[config.mk]
export PLATFORM = sky130hd
export DESIGN_NAME = enc_scheduler
export DESIGN_NICKNAME = d
export VERILOG_FILES = /design/src/rtl/enc_scheduler_pkg.sv /design/src/rtl/enc_rr_arbiter.sv /design/src/rtl/enc_scheduler.sv
export SDC_FILE = /design/constraint.sdc
export NUM_CORES = 1
export LEC_CHECK = 0
export CORE_ASPECT_RATIO = 0.8
export CORE_UTILIZATION = 31
export CTS_CLUSTER_DIAMETER = 100
export DETAILED_ROUTE_END_ITERATION = 10
export PLACE_DENSITY = 0.82
export SYNTH_ARGS = -nofsm -noshare
export SYNTH_HDL_FRONTEND = slang
export SYNTH_SLANG_ARGS = --single-unit
[constraint.sdc]
create_clock -name clk -period 2.98 [get_ports clk]
set_clock_uncertainty 0.15 [all_clocks]
set_input_delay 0.596 -clock clk [delete_from_list [all_inputs] [get_ports clk]]
set_output_delay 0.596 -clock clk [all_outputs]
set_load 0.005 [all_outputs]
[src/rtl/enc_scheduler_pkg.sv]
// Shared types and constants for the RS encoder channel scheduler.
package enc_scheduler_pkg;

  typedef enum logic [0:0] {
    SCH_IDL,
    SCH_XFR
  } sch_state_t;

  function automatic int mes_bea(input int rs_mes_len, input int enc_sym_num);
    return (rs_mes_len + enc_sym_num - 1) / enc_sym_num;
  endfunction

  localparam int ENC_MES_BEA = mes_bea(239, 4);

endpackage

[src/rtl/enc_rr_arbiter.sv]
// Combinational round-robin pick: first requester at or after ptr, modulo CH_NUM.
// ENC_SCH_PRIO_EN: channel 0 wins outright; the others rotate among themselves.
module enc_rr_arbiter
  import enc_scheduler_pkg::*;
#(
  parameter int CH_NUM = 4,
  localparam int CH_W = $clog2(CH_NUM)
) (
  input  logic [CH_NUM-1:0] req,
  input  logic [CH_W-1:0]   ptr,
  output logic              found,
  output logic [CH_W-1:0]   winner
);

  logic [CH_NUM-1:0] req_rr;
  logic [CH_W:0]     sum;

  always_comb begin
    req_rr = req;
`ifdef ENC_SCH_PRIO_EN
    req_rr[0] = 1'b0;
`endif
    found  = 1'b0;
    winner = '0;
    sum    = '0;
    for (int i = 0; i < CH_NUM; i++) begin
      sum = {1'b0, ptr} + (CH_W+1)'(i);
      if (sum >= (CH_W+1)'(CH_NUM)) sum = sum - (CH_W+1)'(CH_NUM);
      if (!found && req_rr[sum[CH_W-1:0]]) begin
        found  = 1'b1;
        winner = sum[CH_W-1:0];
      end
    end
`ifdef ENC_SCH_PRIO_EN
    if (req[0]) begin
      found  = 1'b1;
      winner = '0;
    end
`endif
  end

endmodule

[src/rtl/enc_scheduler.sv]
// Grants the shared RS encoder to one channel per whole message, re-arbitrating at codeword ends.
// ENC_SCH_PRIO_EN: channel 0 strict priority, rr_ptr only moves on grants to channels 1..CH_NUM-1.
module enc_scheduler
  import enc_scheduler_pkg::*;
#(
  parameter int CH_NUM      = 4,
  parameter int ENC_SYM_NUM = 4,
  parameter int RS_MES_LEN  = 239,
  parameter int SYM_WID     = 8,
  localparam int MES_BEA = mes_bea(RS_MES_LEN, ENC_SYM_NUM),
  localparam int CH_W    = $clog2(CH_NUM),
  localparam int CNT_W   = $clog2(MES_BEA),
  localparam int DAT_W   = ENC_SYM_NUM * SYM_WID
) (
  input  logic                           clk,
  input  logic                           rst,
  input  logic [CH_NUM-1:0]              ch_valid,
  input  logic [CH_NUM-1:0][DAT_W-1:0]   ch_data,
  output logic [CH_NUM-1:0]              ch_ready,
  input  logic                           enc_ready,
  output logic                           enc_valid,
  output logic [DAT_W-1:0]               enc_data,
  output logic                           enc_first,
  output logic                           enc_last,
  output logic [CH_W-1:0]                enc_ch,
  output logic                           sch_busy
);

  sch_state_t       state, state_nxt;
  logic [CH_W-1:0]  grant, grant_nxt;
  logic [CH_W-1:0]  rr_ptr, rr_ptr_nxt;
  logic [CNT_W-1:0] beat_cnt, beat_cnt_nxt;
  logic [CH_W-1:0]  grant_inc, rr_adv, arb_ptr, arb_winner;
  logic             arb_found;

  assign grant_inc = (grant == CH_W'(CH_NUM-1)) ? '0 : grant + 1'b1;
`ifdef ENC_SCH_PRIO_EN
  assign rr_adv = (grant == '0) ? rr_ptr : grant_inc;
`else
  assign rr_adv = grant_inc;
`endif
  // In XFER the only arbitration point is the last beat, which already uses the advanced pointer.
  assign arb_ptr = (state == SCH_XFR) ? rr_adv : rr_ptr;

  enc_rr_arbiter #(.CH_NUM(CH_NUM)) u_arb (
    .req    (ch_valid),
    .ptr    (arb_ptr),
    .found  (arb_found),
    .winner (arb_winner)
  );

  always_ff @(posedge clk) begin
    if (rst) begin
      state    <= SCH_IDL;
      grant    <= '0;
      rr_ptr   <= '0;
      beat_cnt <= '0;
    end else begin
      state    <= state_nxt;
      grant    <= grant_nxt;
      rr_ptr   <= rr_ptr_nxt;
      beat_cnt <= beat_cnt_nxt;
    end
  end

  always_comb begin
    state_nxt    = state;
    grant_nxt    = grant;
    rr_ptr_nxt   = rr_ptr;
    beat_cnt_nxt = beat_cnt;
    enc_valid    = 1'b0;
    enc_data     = '0;
    ch_ready     = '0;
    enc_ch       = '0;
    enc_first    = 1'b0;
    enc_last     = 1'b0;
    sch_busy     = (state == SCH_XFR);
    case (state)
      SCH_IDL: begin
        if (arb_found) begin
          state_nxt    = SCH_XFR;
          grant_nxt    = arb_winner;
          beat_cnt_nxt = '0;
        end
      end
      SCH_XFR: begin
        enc_valid       = ch_valid[grant];
        enc_data        = ch_data[grant];
        ch_ready[grant] = enc_ready;
        enc_ch          = grant;
        enc_first       = (beat_cnt == '0);
        enc_last        = (beat_cnt == CNT_W'(MES_BEA-1));
        if (enc_valid && enc_ready) begin
          if (enc_last) begin
            beat_cnt_nxt = '0;
            rr_ptr_nxt   = rr_adv;
            if (arb_found) grant_nxt = arb_winner;
            else           state_nxt = SCH_IDL;
          end else begin
            beat_cnt_nxt = beat_cnt + 1'b1;
          end
        end
      end
      default: state_nxt = SCH_IDL;
    endcase
  end

endmodule

==> results of run 1 <==
Yosys cell counts (2+ instances only):
| master | n |
|---|---|
| a21oi_1 | 8 |
| and2_1 | 38 |
| and3_1 | 5 |
| buf_1 | 2 |
| buf_2 | 4 |
| buf_6 | 2 |
| clkbuf_1 | 9 |
| dfxtp_1 | 11 |
| ha_1 | 6 |
| inv_1 | 5 |
| mux2i_1 | 4 |
| mux4_2 | 34 |
| nand2_1 | 12 |
| nand3_1 | 3 |
| nor2_1 | 10 |
| nor3_1 | 2 |
| nor4_1 | 5 |
| o211ai_1 | 2 |
| o21a_1 | 2 |
| o21ai_0 | 4 |
| or3_1 | 2 |
sequential cells by signal, summed over array words and instances (netlist names):
name      flops
sch_busy      1
grant         2
beat_cnt      6
rr_ptr        2
layer usage:
metal  track usage  up-vias  wire, um
li1              -     1073         -
met1         0.287     1095      2960
met2         0.424      124      4120
met3        0.0523        6       750
met4        0.0335        0        56
met5             0        -         0
metrics by stage:
| step | hold WS, ns | setup slack, ns | area (um^2) | utilization | instances |
|---|---|---|---|---|---|
| finish | 0.371 | 0.0864 | 3850 | 0.651 | 446 |
| global route | 0.392 | 0.0458 | 3850 | 0.651 | 446 |
| CTS | 0.361 | 0.0806 | 3850 | 0.651 | 446 |
| detailed placement | 0.355 | 0.0861 | 3810 | 0.644 | 442 |
| global placement | 0.343 | 0.0974 | 3810 | 0.644 | 442 |
| floorplan | 0.325 | 0.286 | 1900 | - | 188 |
area by class of cell:
class                           instances  area, um^2
Fill cell                             467        2060
Tap cell                               81         101
Timing Repair Buffer                  191        1900
Sequential cell                        11         221
Multi-Input combinational cell        154        1570
Inverter                                5        18.8
Clock buffer                            4        45.0
kinds of logic after synthesis:
group	after synthesis	synth area share
buf+inv	23	0.0581
mux	41	0.452
flops	11	0.116
compound gates	26	0.0977
simple gates	81	0.236
fa+ha+maj	6	0.0396
layout by cell type (no fill, tap or decap), drive strengths merged, types with 2 or more instances in the layout:
cell / instances
clkbuf: 4
nand2: 12
nand3: 3
ha: 6
mux2i: 6
o31ai: 2
inv: 5
clkdlybuf4s50: 176
and2: 39
mux4: 34
nor2: 11
o21ai: 5
o21a: 2
dfxtp: 11
nor3: 2
nor4: 5
buf: 15
o211ai: 2
and3: 5
or3: 2
a21oi: 8
final timing paths:
check	startpoint	end
max	ch_data[102]	enc_data[6]
min	beat_cnt[0]	beat_cnt[0]
max reg2reg	grant[1]	grant[1]
min reg2reg	beat_cnt[0]	beat_cnt[0]
report_power, final:
part           leakage, nW  total [mW]  internal (mW)  switching, mW
Combinational         1.24       0.561          0.391          0.170
Sequential          0.0897       0.160          0.152        0.00867
Clock               0.0228       0.151         0.0941         0.0570
worst register-to-register path, delay by kind of cell (launching register included):
| kind | cells | cell delay (ns) |
|---|---|---|
| buffers and inverters | 2 | 0.44 |
| muxes | 2 | 0.49 |
| AOI/OAI and AO/OA | 2 | 0.16 |
| adders and majority gates | 1 | 0.21 |
| and+or+nand+nor | 2 | 0.58 |
| DFF | 1 | 0.39 |
==> impl_summary.md, run 1 <==
Outcome
The run finished with clean final reports.

Hold path
In this run the worst hold path is classified as reg2reg. The depth of the worst hold-timing path is 2.

Synthesis
The fraction of the yosys area taken by sequential cells is 0.116. The async set or reset register ratio after synthesis is 0. The number of nets in the synthesized netlist is 329. The average cell area after synthesis is about 10 um^2. The number of synthesis warnings is 0. The synthesized design contains 0 enable-type register cells. The cell count after synthesis came out at 188.

In the synthesized netlist the dominant register cell turns out to be dfxtp_1. Ranked by total cell area, the synthesized netlist is headed by mux4_2, and2_1, dfxtp_1, ha_1, nand2_1. The number of different library cells in the post-synthesis netlist is 39. After synthesis the cells add up to 1900 um^2. The biggest area contributor in the post-synthesis netlist is mux4_2. The number of synthesized register bits is 11. Of the post-synthesis cell area, the dominant cell type holds 0.404.

Critical path
The setup slack of the most critical reg-to-reg path is 0.48 ns. Counting cells, the worst reg-to-reg path comes to 9. STA classifies the critical path endpoint as an output pin. The type of element launching the critical path is an input port.

The cell seen most often among critical-path stages is clkdlybuf4s50_1. The setup path with the least slack is of type in2out. For this design, the slowest cell found on the critical path is mux4_2.

Counting buffers and inverters, the worst setup path is 4 cells deep. Data arrives at the worst endpoint at 2.15 ns. The kind of cell with the highest combined delay along the critical path is buffers and inverters. The required time at the endpoint of the critical path is roughly 2.2 ns. Walking the worst path, the cells encountered are clkdlybuf4s50_1, mux4_2, and2_1, clkdlybuf4s50_1. Together, buffers and inverters on the worst path number 2. Along the worst path, the maximum fanout reaches 1. For this run, the slowest stage of the critical path takes 0.47 ns.

Drt
The first-pass detailed-route iteration total is 4. The total wirelength of the detailed-routed design is 7890 um. The via total after detailed routing is 2,298. The wire length per cell is 17.7 um.

In this run, the number of DRC markers left after iteration 0 of detailed routing was 174. After detailed routing, the number of vias per cell comes to between 5 and 6. For this run, design rule violations remaining after detail routing come to 0.

Once detail routing completed, the nets flagged for antenna violations numbered 0.

Clocking
The number of gates resized after CTS is 0. Clock-pin slew was measured on the worst setup and hold paths at 0.05 ns. The TritonCTS sink count is 11. The later-pin clock latency in the skew report is 0.24 ns. The maximum level of the CTS H-tree is 1. The number of buffers added to fix hold violations after cts is 0. Buffers inserted during clock tree synthesis total 3. The root buffer cell chosen for the clock tree is clkbuf_8. Counting along the longest clock path gives a buffer depth of 2. Buffers added to address setup during post-CTS repair amount to 0.

TritonCTS built the clock tree.

Floorplanning
The initial utilization of the core area, before any placement, comes to 0.321. The floorplan step set the die width to approximately 89 um. The die covers between 6000 and 7000 um^2. The floorplan has 25 rows. The number of top-level design ports is 177. The height of the chip is 71.9 um.

The region available for standard cell placement spans roughly 5900 um^2.

Timing
At the pin with the least slew margin, the transition time is just over 0.5 ns. Headroom to the max-slew limit came out at 0.661. In the finished design, the share of the clock period the worst path needs comes to 0.971. The max-slew violation total from the final report is 0.

The setup violation total in the final timing report is 0. The number of hold violations in the final report came to 0. In the final timing run, aggregate negative setup slack is 0 ns. The smallest clock period supported by the final layout is computed as 2.89 ns. The maximum clock frequency is 346 MHz.

Setup repair after global routing left no endpoint under its margin.

Place
The detailed placer's ending HPWL is 6480 um. The quantity of I/O buffers inserted on ports is 176. The final weighted congestion of routability-driven global placement is ~0.82.

Global route
The initial antenna violation count is 0. The via count of the first global-routing pass was 2,210. Entering global routing, the biggest net connects 28 pins. The first global-routing pass estimated 11,200 um of wire. The overall overflow remaining after global route is 0.

For this run, the total global-route usage over all layers was measured as 0.233.

Finish
The number of inserted diodes is 0. From synthesis to final layout, the design area changed by 103%. The ratio of cells with drive above 1 in the final layout is 0.170. The net count of the finished layout is ~500.

Power
The power density over the cells is 227 nW/um^2. The largest voltage drop on the vdd net is 0.000165 V. The total power is 0.872 mW.

The leakage power is 1.35 nW.

Job
The reported max-cap violation count is 0.
Note: power is estimated with default switching activity, not from simulation.
==> inputs of run 2 (changes only) <==
- CORE_UTILIZATION: 31 -> 30
- PLACE_DENSITY: 0.82 -> 0.81
- SKIP_CTS_REPAIR_TIMING: default -> 1
- SYNTH_HIERARCHICAL: default -> 1
==> impl_summary.md, run 2 <==
Place
The final weighted congestion of routability-driven global placement is 0.838 (+1.7%). The quantity of I/O buffers inserted on ports is 176 (unchanged). The detailed placer's ending HPWL came to 6480 um (about the same).

Clocking
The tree is rooted in a clkbuf_8. The later-pin clock latency in the skew report is 0.24 ns (about the same). The clock transition time at the flip-flop clock pins of the worst setup and hold paths was 0.05 ns (about the same). The clock tree from TritonCTS is built. The number of buffers added by the clock tree synthesis step was 3 (unchanged).

The maximum level of the CTS H-tree is 1 (unchanged). The TritonCTS sink count is 11 (unchanged). The buffer levels on the longest clock path was 2 (unchanged).

Global route
The overall overflow remaining after global route was 0 (unchanged). The total track usage was 0.249 (+0.0165). The initial antenna violation count is 0 (unchanged). The via count of the first global-routing pass is 2,321 (+5.0%). The largest net degree at the start of global routing is 28 (unchanged). The first-pass GRT wire length is 11,800 um (+5.8%).

Finish
In the final layout, the registers with the most flip-flops are beat_cnt x6, grant x2, rr_ptr x2. The final-layout fill cell count is 458 (-1.9%). The signed area change from the synthesized netlist to the final layout is 108%. The number of inserted diodes is 0 (unchanged).

In the layout the commonest cells are clkdlybuf4s50_1, and2_1, mux4_2. The final cell utilization of the core was 0.668 (+0.0170). The ratio of cells with drive above 1 in the final layout came to 0.150 (-0.0201). The most common cell after layout, fill and taps aside is clkdlybuf4s50_1.

The flip-flop count of the largest register, all copies and words added was 6 (unchanged). The net count of the finished layout is 496 (-2.2%). The register with the most flip-flops is beat_cnt.

Critical path
For this design, the slowest cell found on the critical path is mux4_2. By instance count, the cell type seen most on the critical path is clkdlybuf4s50_1. The delay of the slowest cell on the worst path is 0.52 ns (+0.05 ns).

The highest net fanout along the worst path is 2 (+1). The type of element launching the critical path is an input port. The type of the worst setup path is in2out. The data arrival time of the worst path is 2.17 ns (+0.02 ns).

The required time at the endpoint of the critical path is 2.23 ns (about the same). STA classifies the critical path endpoint as an output pin. The combined buffer and inverter count along the critical path is 2 (unchanged). The dominant delay contributor by cell family on the critical path is buffers and inverters. Traced cell by cell, the critical path runs through clkdlybuf4s50_1, mux4_2, and2_1, clkdlybuf4s50_1.

Drt
The first-pass detailed-route iteration total is 4 (unchanged). The count of unresolved DRC violations after routing is 0 (unchanged). The via total after detailed routing is 2,181 (-5.1%).

The initial DRC count came to 72 (-59%). The post-route antenna net violation count came to 0 (unchanged). The ratio of routed vias to standard cells is 5.05 (-2.0%).

The wire length per cell is 17.9 um (+1.3%). The total wirelength of the detailed-routed design is 7740 um (-1.9%).

Synthesis
After synthesis, the cell types taking the most area are mux4_2, and2_1, dfxtp_1, ha_1, a21oi_1. The number of different library cells in the post-synthesis netlist was 36 (-7.7%). The number of synthesis warnings is 6 (+6). The cell area after synthesis is 1810 um^2 (-4.7%). The post-synthesis share of cell area spent on xor and xnor gates came to 0 (unchanged). The most repeated cell in the gate-level netlist after synthesis is and2_1. The commonest cells after synthesis are and2_1, mux4_2, dfxtp_1. The number of enable flip-flop cells after synthesis is 0 (unchanged). The post-synthesis mux area share was 0.448 (-0.00408). The dominant combinational cell family by area after synthesis is multiplexers. The adder-cell share of the synthesized area is 0.0416 (+0.00195). The async set or reset register ratio after synthesis is 0 (unchanged). The basic-gate share of the synthesized area counting and, or, nand and nor cells is 0.256 (+0.0192). The cell count after synthesis is 177 (-5.9%). The number of nets in the synthesized netlist is 318 (-3.3%).

The share of the synthesized area in compound gates (AO/OA/AOI/OAI) came to 0.0762 (-0.0215). The number of synthesized register bits was 11 (unchanged). The leading register cell type out of synthesis is dfxtp_1. The library cell with the largest summed area after synthesis is mux4_2.

The area share of the largest cell type after synthesis came to 0.399 (-0.00507). The average cell area after synthesis was 10.2 um^2 (+1.2%). The fraction of the yosys area taken by sequential cells came to 0.122 (+0.00571).

Timing
The max-slew violation total from the final report is 0 (unchanged). Setup repair after global routing left no endpoint under its margin. The slew of the pin with the lowest slew margin is 0.658 ns (+0.151 ns).

The number of hold violations in the final report came to 0 (unchanged). The sum of negative setup slack is 0 ns (unchanged). The maximum clock frequency is 343 MHz (-0.70%). The final critical path time including I/O delays and setup is 2.91 ns (+0.0204 ns). The setup violation total in the final timing report is 0 (unchanged). The max-slew headroom at the worst pin is 0.560 (-0.101). The period utilization was 0.978 (+0.00685).

Floorplanning
The number of top-level design ports came to 177 (unchanged). The die area is 6340 um^2 (-1.5%). The starting density of the core came to 0.322 (+0.00111). The height of the chip was 71.4 um (-0.74%). The number of rows in the core area was 24 (-4.0%). The area of the core is 5620 um^2 (-5.0%). The horizontal die dimension came to 88.8 um (-0.74%).

Job
The reported max-cap violation count is 0 (unchanged).

Power
The power density over the cells is 218 nW/um^2 (-3.9%). The largest voltage drop on the vdd net is 0.000137 V (-17%). The leakage power is 1.36 nW (+0.82%).

Hold path
The min-delay analysis places its worst path in the category reg2reg.

Outcome
The run finished with clean final reports.
run 2: changes by cell type after synthesis, sizes merged, moves of 4 or more:
cell	change
inv	+5
nand2	-6
nand2b	+5
nand4	+5
nor2	-6
nor4	-4
run 2: logic make-up after synthesis:
| family | after synthesis |
|---|---|
| AOI/OAI and AO/OA | 19 |
| adders and majority gates | 6 |
| buffers and inverters | 24 |
| DFF | 11 |
| muxes | 39 |
| and+or+nand+nor | 78 |
run 2: metal layers:
layer  GRT usage  vias to the layer above  part of all wire  wire [um]
met2       0.462                      111              0.51       3960
met1       0.261                     1014              0.34       2660
met5           0                        -                 0          0
met4       0.115                        0             0.045        346
met3      0.0668                       29             0.099        770
li1            -                     1027                 -          -
run 2: worst min-delay path: cells and delay by family, from the launching register on:
kind / cells / cell delay (ns)
flops: 1 / 0.32
mux: 1 / 0.07
simple gates: 1 / 0.07
run 2: worst paths after layout:
path,start,endpoint,slack [ns],cells after the start
setup / recovery,ch_valid[3],enc_valid,0.07,4
hold / removal,rr_ptr[0],rr_ptr[0],0.34,2
setup reg to reg,grant[1],grant[0],0.77,8
hold reg to reg,rr_ptr[0],rr_ptr[0],0.34,2
run 2: power by group:
part           leakage (nW)  internal [mW]  switching, mW
Combinational          1.25          0.360          0.150
Sequential           0.0897          0.151        0.00353
Clock                0.0228         0.0941         0.0583
Total                  1.36          0.605          0.212
run 2: metrics by stage:
| stage | power (mW) | hold slack (ns) | cells | setup WS, ns | instance area (um^2) |
|---|---|---|---|---|---|
| 6_report | 0.817 | 0.343 | 432 | 0.0660 | 3750 |
| 5_1_grt | 0.868 | 0.393 | 432 | 0.0142 | 3750 |
| 4_1_cts | 0.822 | 0.352 | 432 | 0.0179 | 3750 |
| 3_5_place_dp | 0.670 | 0.340 | 428 | 0.0179 | 3710 |
| 3_3_place_gp | 0.663 | 0.322 | 428 | 0.0126 | 3710 |
| 2_1_floorplan | 0.356 | 0.309 | 177 | 0.712 | 1810 |
run 2: layout make-up:
type | instances | area, um^2 | area share
timing repair buffer | 187 | 1870 | 0.499
clock buffer | 4 | 45.0 | 0.0120
sequential | 11 | 221 | 0.0590
tap | 78 | 97.6 | 0.0260
inverter | 10 | 37.5 | 0.0100
multi-input combinational | 142 | 1480 | 0.394
